===== src/rtl/f9pcap_unwrap_eth_pkg.sv =====
// Shared f9pcap wrapper layout: ETH/IP/UDP/f9phdr byte offsets and
// field constants, used by both the wrap and unwrap sides.
package f9pcap_unwrap_eth_pkg;

   localparam int WRAP_HDR_LENGTH = 58;
   localparam int F9PHDR_LENGTH   = 16;

   localparam int ETH_TYPE_OFS    = 12;
   localparam int IP_VER_OFS      = 14;
   localparam int IP_PROTO_OFS    = 23;
   localparam int IP_DST_OFS      = 30;
   localparam int UDP_DST_OFS     = 36;
   localparam int F9P_TTS_OFS     = 42;
   localparam int F9P_TTS_END     = 47;
   localparam int F9P_PORT_OFS    = 48;
   localparam int F9P_FLAGS_OFS   = 49;
   localparam int F9P_CAPLEN_OFS  = 50;

   localparam logic [15:0] ETHERTYPE_IPV4 = 16'h0800;
   localparam logic [7:0]  IP_VER_IHL     = 8'h45;
   localparam logic [7:0]  IP_PROTO_UDP   = 8'd17;
   localparam int F9PHDR_FLAG_FRAME_ERR   = 0;

   // Bytes without a filter rule always pass.
   function automatic logic hdr_byte_ok(
      input logic [5:0]  idx,
      input logic [7:0]  b,
      input logic [31:0] addr,
      input logic [15:0] port
   );
      logic ok;
      ok = 1'b1;
      unique case (1'b1)
         (idx == 6'(ETH_TYPE_OFS)):    ok = (b == ETHERTYPE_IPV4[15:8]);
         (idx == 6'(ETH_TYPE_OFS+1)):  ok = (b == ETHERTYPE_IPV4[7:0]);
         (idx == 6'(IP_VER_OFS)):      ok = (b == IP_VER_IHL);
         (idx == 6'(IP_PROTO_OFS)):    ok = (b == IP_PROTO_UDP);
         (idx == 6'(IP_DST_OFS)):      ok = (b == addr[31:24]);
         (idx == 6'(IP_DST_OFS+1)):    ok = (b == addr[23:16]);
         (idx == 6'(IP_DST_OFS+2)):    ok = (b == addr[15:8]);
         (idx == 6'(IP_DST_OFS+3)):    ok = (b == addr[7:0]);
         (idx == 6'(UDP_DST_OFS)):     ok = (b == port[15:8]);
         (idx == 6'(UDP_DST_OFS+1)):   ok = (b == port[7:0]);
         default:                      ok = 1'b1;
      endcase
      return ok;
   endfunction

endpackage


===== src/rtl/f9pcap_unwrap_eth.sv =====
// Strips the ETH/IP/UDP/f9phdr wrapper from a filtered f9pcap stream
// and re-emits the captured frame with f9phdr fields as sideband.
import f9pcap_unwrap_eth_pkg::*;

module f9pcap_unwrap_eth #(
   parameter int TTS_WIDTH  = 48,
   parameter int CNT_WIDTH  = 16,
   parameter int HDR_LENGTH = WRAP_HDR_LENGTH
) (
   input  logic                 clk_in,
   input  logic                 rst_in,
   input  logic [31:0]          f9pcap_mcgroup_addr,
   input  logic [15:0]          f9pcap_mcgroup_port,
   input  logic                 i_valid_in,
   output logic                 i_ready_out,
   input  logic [7:0]           i_data_in,
   input  logic                 i_last_in,
   output logic                 o_valid_out,
   input  logic                 o_ready_in,
   output logic [7:0]           o_data_out,
   output logic                 o_last_out,
   output logic                 o_err_out,
   output logic [TTS_WIDTH-1:0] o_tts_out,
   output logic [7:0]           o_port_id_out,
   output logic [15:0]          o_cap_len_out,
   output logic [CNT_WIDTH-1:0] frames_ok_out,
   output logic [CNT_WIDTH-1:0] frames_drop_out
);

   typedef enum logic [1:0] {S_HDR, S_PAYLOAD, S_DISCARD} state_t;

   state_t state_q, state_d;

   logic [5:0]           hcnt_q;
   logic [15:0]          pcnt_q;
   logic                 rdy_q;
   logic                 match_q;
   logic                 ferr_q;
   logic [TTS_WIDTH-1:0] tts_sh;
   logic [7:0]           port_sh;
   logic [7:0]           flags_sh;
   logic [15:0]          cap_sh;

   logic in_acc, hdr_end, byte_ok, match_now, fwd, pay_last;

   assign in_acc    = i_valid_in & i_ready_out;
   assign hdr_end   = (hcnt_q == 6'(HDR_LENGTH-1));
   assign byte_ok   = hdr_byte_ok(hcnt_q, i_data_in,
                                  f9pcap_mcgroup_addr,
                                  f9pcap_mcgroup_port);
   assign match_now = ((hcnt_q == 6'd0) | match_q) & byte_ok;
   assign fwd       = match_now & (cap_sh != 16'd0) & ~i_last_in;
   assign pay_last  = (pcnt_q == 16'd1) | i_last_in;

   always_ff @(posedge clk_in or posedge rst_in) begin
      if (rst_in) state_q <= S_HDR;
      else        state_q <= state_d;
   end

   always_comb begin
      state_d = state_q;
      unique case (state_q)
         S_HDR: begin
            if (in_acc && hdr_end)
               state_d = fwd ? S_PAYLOAD
                             : (i_last_in ? S_HDR : S_DISCARD);
         end
         S_PAYLOAD: begin
            if (in_acc && pay_last)
               state_d = i_last_in ? S_HDR : S_DISCARD;
         end
         S_DISCARD: begin
            if (in_acc && i_last_in) state_d = S_HDR;
         end
         default: state_d = S_HDR;
      endcase
   end

   // Payload is a zero-latency pass-through so backpressure is combinational.
   always_comb begin
      i_ready_out = 1'b0;
      o_valid_out = 1'b0;
      o_data_out  = 8'd0;
      o_last_out  = 1'b0;
      o_err_out   = 1'b0;
      unique case (state_q)
         S_PAYLOAD: begin
            i_ready_out = o_ready_in;
            o_valid_out = i_valid_in;
            o_data_out  = i_data_in;
            o_last_out  = pay_last;
            o_err_out   = pay_last &
                          ((i_last_in & (pcnt_q > 16'd1)) | ferr_q);
         end
         default: i_ready_out = rdy_q;
      endcase
   end

   always_ff @(posedge clk_in or posedge rst_in) begin
      if (rst_in) begin
         rdy_q           <= 1'b0;
         hcnt_q          <= 6'd0;
         pcnt_q          <= 16'd0;
         match_q         <= 1'b0;
         ferr_q          <= 1'b0;
         tts_sh          <= '0;
         port_sh         <= 8'd0;
         flags_sh        <= 8'd0;
         cap_sh          <= 16'd0;
         o_tts_out       <= '0;
         o_port_id_out   <= 8'd0;
         o_cap_len_out   <= 16'd0;
         frames_ok_out   <= '0;
         frames_drop_out <= '0;
      end else begin
         rdy_q <= 1'b1;
         if (in_acc && state_q == S_HDR) begin
            hcnt_q  <= (hdr_end | i_last_in) ? 6'd0 : hcnt_q + 6'd1;
            match_q <= match_now;
            if (hcnt_q >= 6'(F9P_TTS_OFS) && hcnt_q <= 6'(F9P_TTS_END))
               tts_sh <= {tts_sh[TTS_WIDTH-9:0], i_data_in};
            if (hcnt_q == 6'(F9P_PORT_OFS))
               port_sh <= i_data_in;
            if (hcnt_q == 6'(F9P_FLAGS_OFS))
               flags_sh <= i_data_in;
            if (hcnt_q == 6'(F9P_CAPLEN_OFS) ||
                hcnt_q == 6'(F9P_CAPLEN_OFS+1))
               cap_sh <= {cap_sh[7:0], i_data_in};
            if (hdr_end && fwd) begin
               pcnt_q        <= cap_sh;
               ferr_q        <= flags_sh[F9PHDR_FLAG_FRAME_ERR];
               o_tts_out     <= tts_sh;
               o_port_id_out <= port_sh;
               o_cap_len_out <= cap_sh;
            end
            if ((hdr_end && !fwd) || (!hdr_end && i_last_in))
               if (~&frames_drop_out)
                  frames_drop_out <= frames_drop_out + 1'b1;
         end
         if (in_acc && state_q == S_PAYLOAD) begin
            pcnt_q <= pcnt_q - 16'd1;
            if (pay_last && ~&frames_ok_out)
               frames_ok_out <= frames_ok_out + 1'b1;
         end
         if (in_acc && state_q == S_DISCARD && i_last_in)
            hcnt_q <= 6'd0;
      end
   end

endmodule

===== config.mk =====
export PLATFORM = sky130hd
export DESIGN_NAME = f9pcap_unwrap_eth
export DESIGN_NICKNAME = d
export VERILOG_FILES = /design/src/rtl/f9pcap_unwrap_eth_pkg.sv /design/src/rtl/f9pcap_unwrap_eth.sv
export SDC_FILE = /design/constraint.sdc
export NUM_CORES = 1
export LEC_CHECK = 0
export ABC_AREA = 1
export CORE_MARGIN = 2
export CORE_UTILIZATION = 50
export DETAILED_ROUTE_END_ITERATION = 12
export PLACE_DENSITY = 0.75
export SLEW_MARGIN = 20
export SYNTH_ARGS = -nofsm -noshare
export SYNTH_HDL_FRONTEND = slang
export SYNTH_SLANG_ARGS = --single-unit
export TNS_END_PERCENT = 30

===== constraint.sdc =====
create_clock -name clk_in -period 20.5 [get_ports clk_in]
set_input_delay 3.075 -clock clk_in [delete_from_list [all_inputs] [get_ports clk_in]]
set_output_delay 3.075 -clock clk_in [all_outputs]
set_load 0.02 [all_outputs]

## After elaboration in Yosys (flattened, before gate mapping)

Cells that the tools add are included.
Widths: inputs -> output; s select.

| storage, ports and cells | value |
|---|---|
| flip-flop bits (word level) | 204 |
| logic and storage cells | 117 |

| operators by class | value |
|---|---|
| muxes and demuxes | 18 |
| reductions and logical operators | 35 |
| order comparisons | 3 |
| $add $sub $neg | 4 |
| equality and inequality tests | 30 |
| bitwise logic cells | 12 |

Operators with widths:

| cell | count |
|---|---|
| $eq 6x6->1 const B | 9 |
| $eq 8x8->1 | 6 |
| $mux 16 | 3 |
| $add 16x1->16 const B | 2 |
| $reduce_and 16->1 | 2 |
| $eq 6x4->1 const B | 3 |
| $eq 6x5->1 const B | 3 |
| $mux 6 | 3 |
| $eq 16x1->1 const B | 1 |
| $gt 16x1->1 const B | 1 |
| $reduce_bool 16->1 | 1 |
| $sub 16x1->16 const B | 1 |
| $reduce_and 2->1 | 7 |
| $logic_and 1x1->1 | 12 |
| $mux 2 | 5 |
| $pmux 1 s10 | 1 |
| $eq 8x4->1 const B | 1 |
| $eq 8x5->1 const B | 1 |
| $eq 8x7->1 const B | 1 |
| $logic_not 8->1 | 1 |
| $mux 8 | 1 |
| $add 6x1->6 const B | 1 |
| $and 1x1->1 | 6 |
| $ge 6x6->1 const B | 1 |
| other kinds (14) | 29 |

## Longest topological paths before layout

| depth | value |
|---|---|
| depth after elaboration | 9 |
| gate-level depth with buffers | 21 |
| gate-level depth less buffers | 20 |

## Worst setup path before layout

OpenSTA, ideal clock, no wires.

| timing | value |
|---|---|
| kind | input-to-output |
| start point | in i_last_in |
| end point | out o_err_out |
| stages | 4 |
| required time | 17.425 ns |
| arrival | 3.801 ns |
| path slack | 13.624 ns |
| path through | inv_1 nand2_1 inv_1 nor3_1 |

| on the way | value |
|---|---|
| cells in the longest elaborated chain, start to end | 4 |
| elaborated cells on any way between the ends | 5 |

Ends and longest elaborated chain:

| what | line | RTL |
|---|---|---|
| start: declaration | f9pcap_unwrap_eth.sv:17 | `input logic i_last_in,` |
| $and 1x1->1 | f9pcap_unwrap_eth.sv:93 | `((i_last_in & (pcnt_q > 16'd1)) \| ferr_q);` |
| $or 1x1->1 | f9pcap_unwrap_eth.sv:93 |  |
| $and 1x1->1 * | f9pcap_unwrap_eth.sv:92 | `o_err_out = pay_last &` |
| $mux 1 * | f9pcap_unwrap_eth.sv:86 | `unique case (state_q)` |
| end: declaration | f9pcap_unwrap_eth.sv:22 | `output logic o_err_out,` |

Mark *: on every way between the ends. The rest lies on a longest branch, timed or not.

## Final worst setup path

Same ends and word-level chain as after synthesis.

==> impl_results.md <==
- Tcrit/Tclk final: 0.385
- Critical Path RT: 17.43 ns
- Hpwl dp: 15600 µm
- First-pass GRT wire length: 37500 µm
- Seq. cell area: 5100 µm²
- Clock Skew: 0.0151 ns
- Number of synthesized flops with an enable pin: 0
- FMAX: 0.127 GHz
- Status: completed
- RePlAce Congestion: 0.915
- Largest area contributor in the netlist: dfrtp_1
- Fin crit period: between 7 and 8 ns
- Count of cells resized by post-cts repair: 0
- Number of max-cap violations: 0
- RSZ-0062 raised after global routing: no
- Worst Path Max Fanout: 5
- Slew margin rel.: 0.366
- Core area: 18800 µm²
- CTS Buf Count: 22
- Antenna Nets Post-Route: 0
- Clock transition at the registers of the reported paths: about 0.06 ns
- FILL cells: 1589
- Gr usage total: 0.226
- Vias in the first global route: 7764
- Chip Width: 142 µm
- Setup bufs post-CTS: 0
- CTS Buffer Depth: 3
- Iter 0 DRT Violations: 554
- Clk sinks: 204
- Hold Crit Class: reg -> reg
- Async SR Flop Fraction: 1.00
- Input/output buffers: 176
- Full die area: 20300 µm²
- # setup viols final: 0
- Antenna violations before repair: 0
- CTS root buffer: clkbuf_16
- Crit. End Element: output pin
- Largest net degree at the start of global routing: 123
- Cells after Synth: 1177
- Synth warnings: 0
- Syn avg cell area: between 8 and 9 µm²
- Main synth FF type: dfrtp_1
- Worst Setup Start Kind: input port
- Total gr overflow: 0
- Sequential area share after synthesis: 0.532
- Net Count, Synth: 1246
- DRT Wirelength: ~23000 µm
- Io pins: 177
- Share of layout cells above drive strength 1: 0.0465
- Htree depth: 1
- TNS Setup: 0 ns
- Worst Path Arrival: 4.82 ns
- Setup ws final: 12.60 ns
- Synth cell types: 38
- Die H: 142 µm
- # diodes: 0
- Max-slew violation count: 0
- Worst VDD drop: 0.0000577 V
- Starting Density: 0.511
- Tightest Pin Transition: 0.948 ns
- DR vias: 8218
- DRC: 0
- Vias per std cell: 5.18
- Final Hold Fails: 0
- Crit Path Class: in -> out
- Skew-Pair Late Insertion Delay: 0.50 ns
- Mapped Area: 9590 µm²
- TritonCTS clock tree: done
- Wire per inst: 14.2 µm
- Area of the multi-input gates: 3730 µm²
- Synthesis-stage register bit count: slightly above 200
- Rows: 50
- TritonRoute pass-1 iters: 5
- DP Worst Slack: approximately 13 ns
- Lkg Pwr: 5.53 nW
- Area growth, synth to finish: 27.4%
- Nets: 1409
- Hold-fix buffer count after cts: 0
- Fin util: 0.651
- R2R setup slack: 16.30 ns
- Top cells by area, synth: dfrtp_1 53%, nand2_1 14%, o21ai_0 6.4%
- Synth top area share: 0.532
- P per Cell Area: 78.5 nW/µm²
-- placed cells by master (no fill, tap or decap), types with 2 or more instances in the layout --
cell,synthesis,routed
nor3_1,13,13
nor2_4,2,2
buf_4,0,5
o21ai_0,123,122
clkbuf_16,0,23
clkinv_2,0,2
nor2_1,65,65
clkbuf_1,29,3
clkbuf_8,0,3
nor3b_1,2,2
inv_1,134,133
clkdlybuf4s50_1,0,176
clkinv_4,0,4
o211ai_1,2,2
a21oi_1,11,11
dfrtp_1,204,204
inv_2,5,5
xor2_1,11,11
nand2_1,368,368
xnor2_1,21,21
ha_1,8,8
o21ai_2,3,3
nor2_2,4,4
nand2_2,2,2
nand3_1,61,61
nand4_1,18,18
nor4_1,8,8
o21ai_1,52,53
a211oi_1,2,2
bufinv_16,0,2
a31oi_1,4,4
-- power by group --
part	switching [mW]	total [mW]	internal, mW
clock network	0.158	0.400	0.242
registers	0.0186	0.437	0.419
logic	0.0720	0.122	0.0498
total	0.249	0.959	0.710
-- final timing paths --
kind / startpoint / to / cells past startpoint
max in group asynchronous: rst_in / pcnt_q[9]$_DFFE_PP0P_ / 3
min in group asynchronous: rst_in / frames_ok_out[14]$_DFFE_PP0P_ / 2
worst max-delay path: i_last_in / o_err_out / 6
worst min-delay path: o_tts_out[46]$_DFFE_PP0P_ / o_tts_out[46]$_DFFE_PP0P_ / 2
worst max register to register: hcnt_q[0]$_DFFE_PP0P_ / o_port_id_out[3]$_DFFE_PP0P_ / 20
worst min register to register: o_tts_out[46]$_DFFE_PP0P_ / o_tts_out[46]$_DFFE_PP0P_ / 2
-- stage by stage --
step                      hold slack, ns  instance area [µm²]  instances  power, mW
after global routing               0.501                12200       1588       1.00
after CTS                          0.488                12200       1588      0.965
after global placement             0.464                11500       1550      0.561
after detailed placement           0.472                11500       1550      0.566
final                              0.483                12200       1588      0.959
after floorplan                    0.453                 9590       1177      0.516
-- cell usage after synthesis, types with 2 or more instances --
cell type,n
nand2_1,368
o21ai_0,123
clkbuf_1,29
nor2_1,65
nand2_2,2
nor4_1,8
a211oi_1,2
o21ai_2,3
a31oi_1,4
nand4_1,18
nor3b_1,2
inv_2,5
xor2_1,11
xnor2_1,21
dfrtp_1,204
ha_1,8
o211ai_1,2
nor2_4,2
a21oi_1,11
buf_2,4
nor3_1,13
buf_6,9
inv_1,134
nor2_2,4
o21ai_1,52
nand3_1,61
-- registers in the layout, indices dropped and copies added (netlist names), 6 cells and up --
signal           count
o_tts_out           48
tts_sh              48
cap_sh              16
frames_drop_out     16
frames_ok_out       16
o_cap_len_out       16
pcnt_q              16
o_port_id_out        8
port_sh              8
hcnt_q               6
-- final cells by class --
cell class	count	area share
timing repair buffer	182	0.148
clock buffer	29	0.0514
inverter	139	0.0433
sequential	204	0.418
tap	234	0.0240
multi-input combinational	791	0.306
clock inverter	9	0.00922
-- cell families after synthesis --
| logic type | after synthesis | share of synthesized area |
|---|---|---|
| simple gates | 545 | 0.236 |
| compound gates | 205 | 0.113 |
| flops | 204 | 0.532 |
| buf+inv | 182 | 0.0788 |
| xor+xnor | 32 | 0.0292 |
| fa+ha+maj | 8 | 0.0104 |
| other cells | 1 | 0.000391 |
-- per-layer routing --
metal / GRT usage / part of all wire / up-vias
li1: - / - / 4101
met1: 0.317 / 0.45 / 3818
met2: 0.368 / 0.47 / 268
met3: 0.0370 / 0.062 / 31
met4: 0.0625 / 0.017 / 0
met5: 0 / 0 / -
-- critical path, stage by stage --
cell and delay (ns):
clkdlybuf4s50_1 0.51, inv_1 0.13, nand2_1 0.14, inv_1 0.09, nor3_1 0.22, clkdlybuf4s50_1 0.66
Note: power is estimated with default switching activity, not from simulation.
